==> config.mk <==
export PLATFORM = sky130hd
export DESIGN_NAME = pipe_stage_elastic
export DESIGN_NICKNAME = d
export VERILOG_FILES = /design/src/rtl/pipe_stage_elastic.sv
export SDC_FILE = /design/constraint.sdc
export NUM_CORES = 1
export LEC_CHECK = 0
export ABC_AREA = 1
export BUFFER_PORTS_ARGS = -buffer_cell sky130_fd_sc_hd__buf_2
export CELL_PAD_IN_SITES_DETAIL_PLACEMENT = 1
export CELL_PAD_IN_SITES_GLOBAL_PLACEMENT = 1
export CORE_AREA = 5 5 180 182
export CTS_CLUSTER_DIAMETER = 150
export DETAILED_ROUTE_END_ITERATION = 10
export DIE_AREA = 0 0 185 187
export PLACE_DENSITY = 0.74
export SLEW_MARGIN = 20
export SYNTH_ARGS = -nofsm -noshare
export SYNTH_HDL_FRONTEND = slang
export SYNTH_SLANG_ARGS = --single-unit
==> constraint.sdc <==
create_clock -name clk -period 3.4 [get_ports clk]
set_clock_uncertainty 0.2 [all_clocks]
set_input_delay 0.17 -clock clk [delete_from_list [all_inputs] [get_ports clk]]
set_output_delay 0.17 -clock clk [all_outputs]
set_load 0.02 [all_outputs]
==> src/rtl/pipe_stage_elastic.sv <==
// Elastic valid/ready pipeline-stage register carrying a control and a data bundle.
// Define PIPE_STAGE_SKID_EN for the 2-entry skid buffer with a registered in_ready.
module pipe_stage_elastic #(
   parameter int CTRL_W = 16,
   parameter int DATA_W = 208,
   parameter int CNT_W  = 16
) (
   input  logic              clk,
   input  logic              reset,
   input  logic              flush,
   input  logic              in_valid,
   output logic              in_ready,
   input  logic              in_bubble,
   input  logic [CTRL_W-1:0] in_ctrl,
   input  logic [DATA_W-1:0] in_data,
   output logic              out_valid,
   input  logic              out_ready,
   output logic [CTRL_W-1:0] out_ctrl,
   output logic [DATA_W-1:0] out_data,
   output logic [1:0]        occupancy,
   output logic [CNT_W-1:0]  stall_cnt
);

   logic              main_vld;
   logic [CTRL_W-1:0] main_ctrl;
   logic [DATA_W-1:0] main_data;
   logic              accept, issue;
   logic [CTRL_W-1:0] acc_ctrl;

   assign accept   = in_valid & in_ready;
   assign issue    = main_vld & out_ready;
   assign acc_ctrl = in_bubble ? '0 : in_ctrl;

`ifdef PIPE_STAGE_SKID_EN
   typedef enum logic [1:0] {EMPTY = 2'd0, ONE = 2'd1, TWO = 2'd2} state_t;

   state_t            state, state_nxt;
   logic              rdy_q;
   logic              ld_main_in, ld_main_skid, ld_skid;
   logic [CTRL_W-1:0] skid_ctrl;
   logic [DATA_W-1:0] skid_data;

   always_comb begin
      state_nxt    = state;
      ld_main_in   = 1'b0;
      ld_main_skid = 1'b0;
      ld_skid      = 1'b0;
      case (state)
         EMPTY: if (accept) begin
            ld_main_in = 1'b1;
            state_nxt  = ONE;
         end
         ONE: begin
            if (accept && issue) begin
               ld_main_in = 1'b1;
            end else if (accept) begin
               ld_skid   = 1'b1;
               state_nxt = TWO;
            end else if (issue) begin
               state_nxt = EMPTY;
            end
         end
         TWO: if (issue) begin
            ld_main_skid = 1'b1;
            state_nxt    = ONE;
         end
         default: state_nxt = EMPTY;
      endcase
   end

   // in_ready is a flop so the upstream never sees a path from out_ready.
   always_ff @(posedge clk) begin
      if (!reset) begin
         state     <= EMPTY;
         rdy_q     <= 1'b0;
         skid_ctrl <= '0;
         skid_data <= '0;
      end else if (flush) begin
         state <= EMPTY;
         rdy_q <= 1'b1;
      end else begin
         state <= state_nxt;
         rdy_q <= (state_nxt != TWO);
         if (ld_skid) begin
            skid_ctrl <= acc_ctrl;
            skid_data <= in_data;
         end
      end
   end

   always_ff @(posedge clk) begin
      if (!reset) begin
         main_ctrl <= '0;
         main_data <= '0;
      end else if (!flush) begin
         if (ld_main_in) begin
            main_ctrl <= acc_ctrl;
            main_data <= in_data;
         end else if (ld_main_skid) begin
            main_ctrl <= skid_ctrl;
            main_data <= skid_data;
         end
      end
   end

   assign main_vld  = (state != EMPTY);
   assign in_ready  = rdy_q;
   assign occupancy = 2'(state);
`else
   always_ff @(posedge clk) begin
      if (!reset) begin
         main_vld  <= 1'b0;
         main_ctrl <= '0;
         main_data <= '0;
      end else if (flush) begin
         main_vld <= 1'b0;
      end else if (accept) begin
         main_vld  <= 1'b1;
         main_ctrl <= acc_ctrl;
         main_data <= in_data;
      end else if (issue) begin
         main_vld <= 1'b0;
      end
   end

   assign in_ready  = reset & (~main_vld | out_ready);
   assign occupancy = {1'b0, main_vld};
`endif

   always_ff @(posedge clk) begin
      if (!reset)
         stall_cnt <= '0;
      else if (!flush && main_vld && !out_ready && stall_cnt != {CNT_W{1'b1}})
         stall_cnt <= stall_cnt + 1'b1;
   end

   // Data holds its last value when empty; ctrl is masked so downstream sees no stray controls.
   assign out_valid = main_vld;
   assign out_ctrl  = main_vld ? main_ctrl : '0;
   assign out_data  = main_data;

endmodule

==> summary.txt <==
Max-Cap Viols: 0
Layout cells sized above 1: 0.284
Site Rows: 64
Crit end category: flip-flop
Initial Utilization: 0.291
Placer's final routability congestion estimate: 0.788
R2R depth: 7
Synth Warn #: 0
Root Driver: clkbuf_16
Average wire per standard cell: 19.9 um
Reg-to-Reg End: main_ctrl[3]
Setup WS post-layout: 0.263 ns
Reg2reg setup slack: 0.45 ns
Setup crit end: main_ctrl[3]
Vias per cell: 4.82
Drt total wl: 45,400 um
First-pass GRT wire length: 69,100 um
Worst setup path class: in -> reg
Synth-to-Final Area Change: 68.0%
WP data required: 3.68 ns
Status: completed
Worst-margin pin slew: 0.989 ns
Maximum vdd drop: 0.296 mV
CP max FO: 69
Fin nets: 2,087
Synthesized area: 0.00885 mm2
Final period util: 0.923
Cell type with the largest total area after synthesis: dfxtp_1
Core area: 0.0304 mm2
Avg Inst Size Synth: 7.56 um2
Buffers on Ports: 472
Sequential share of the synthesized area: 0.545
Buf/Inv on CP: 6
DP HPWL: 25,500 um
Die Wd: 185 um
Crit path from: reset
R2R Path Start: out_valid
Critical Path AT: 3.41 ns
Setup bufs post-CTS: 0
Commonest non-fill, non-tap cell in the layout: buf_2
Fin Setup TNS: 0 ns
Slowest Stage Delay on Critical Path: 0.62 ns
Post-synth top area share: 0.545
RSZ-0062 raised after global routing: no
Max Slew Vio Count: 0
DIE AREA: 0.0346 mm2
Crit path time final: 3.14 ns
Final setup fails: 0
CP cell instances: dlygate4sd3_1 -> buf_4 -> inv_2 -> nor2_4 -> nand3_4 -> inv_8 -> nand3_1 -> dlygate4sd3_1 -> a21oi_1 -> dlygate4sd3_1
Initial antenna violation count: 6
CTS max path bufs: 3
Pin count of the biggest net entering global routing: 223
Die extent in y: 187 um
Levels on crit path: 10
Place WS: 0.990 ns
CP Launch Type: input pin
Tot GR Track Use: 0.247
Final Hold Viols: 0
Starting DRT DRC Count: 474
Worst-Skew Late Latency: 0.53 ns
Synth Instances: 1,171
Vias in the first global route: 12,000
Clk pin slew, worst setup/hold paths: 0.06 ns
H-tree Lvls: 1
Most common cell on crit path: dlygate4sd3_1
PwrDens: 477 mW/mm2
Syn nets: 1,402
DR vias: 11,000
Netlist cell types: 28
Post-route ant nets: 0
Largest cells by area after synthesis: dfxtp_1 54%, nor2_1 19%, o21ai_0 12%
TritonCTS clock tree: yes
Slowest cell on crit path: dlygate4sd3_1
Num Clock Sinks: 241
Fin util: 0.489
Remaining DRCs: 0
HP Class: in -> reg
P_leak: 7.04 nW
Io pins: 474
CP delay by family, top: buffers and inverters
Gr ovfl total: 0
Cts bufs inserted: 28
Most frequent cells in the layout: 471 x buf_2, 455 x nor2_1, 255 x dlygate4sd3_1
Pre-antenna DRT Iters: 5
Fmax: 319 MHz
Rel. slew slack: 0.340
#FFs+latches synth: 241
area by class of cell:
type / instances / area, um2
inverter: 33 / 131
timing repair buffer: 736 / 5030
sequential: 241 / 4820
clock inverter: 5 / 75.1
tap: 396 / 495
multi-input combinational: 816 / 3480
antenna: 7 / 17.5
fill: 3767 / 15600
clock buffer: 42 / 815
cells by family (layout without fill, tap and decap cells):
kind of cell | Yosys count | count (layout) | share of synthesized area
flops | 241 | 241 | 0.545
other cells | 1 | 8 | 0.000424
simple gates | 574 | 574 | 0.255
fa+ha+maj | 1 | 1 | 0.00141
buf+inv | 114 | 816 | 0.0619
compound gates | 239 | 239 | 0.136
xor+xnor | 1 | 1 | 0.000989
sequential cells by signal, summed over array words and instances (netlist names):
name       flops
out_valid      1
out_data     208
main_ctrl     16
stall_cnt     16
what timing repair did:
item                       CTS  global route
hold buffers               255             0
gates resized for setup      0             1
hold endpoints to repair   228             0
setup endpoints to repair    0             5
power breakdown:
| group | internal [W] | switching, W |
|---|---|---|
| sequential | 0.00296 | 0.0000766 |
| clock | 0.00178 | 0.00119 |
| combinational | 0.000472 | 0.000613 |
| total | 0.00521 | 0.00188 |
metal layers:
layer,track usage,vias up,wire (um)
met2,0.449,476,22800
li1,-,5103,-
met4,0.106,0,2190
met5,0,-,0
met3,0.0628,121,3600
met1,0.270,5262,16800
worst min-delay path: cells and delay by family:
kind                   cells  cell delay [ns]
AOI/OAI and AO/OA          2             0.25
buffers and inverters      2             0.19
and+or+nand+nor            1             0.16
through the flow:
stage / std cells / hold slack, ns / total power (W) / area (um2)
5_1_grt: 2276 / 0.131 / 0.00737 / 14900
6_report: 2276 / 0.0663 / 0.00710 / 14900
4_1_cts: 2269 / 0.0605 / 0.00710 / 14900
2_1_floorplan: 1171 / 0.0938 / 0.00353 / 8850
3_3_place_gp: 1967 / 0.218 / 0.00387 / 11400
3_5_place_dp: 1967 / 0.228 / 0.00389 / 11400
how the worst min path moves through the flow:
stage	startpoint	end	slack (ns)	depth (start not counted)
after global routing	flush	stall_cnt[2]	0.13	5
final	flush	stall_cnt[2]	0.07	5
after CTS	flush	stall_cnt[2]	0.06	6
after detailed placement	in_data[31]	out_data[31]	0.23	3
after global placement	in_data[106]	out_data[106]	0.22	3
after floorplan	in_valid	out_valid	0.09	1
synth_stat cells (all sizes together):
cell type	number
nor2	460
dfxtp	241
o21ai	212
nand2	74
clkbuf	46
buf	35
inv	33
nand3	33
a21oi	25
nand4	3
nor3	2
a31oi	1
and2	1
conb	1
ha	1
nor3b	1
o21a	1
xor2	1
(Power assumes the default switching activity.)
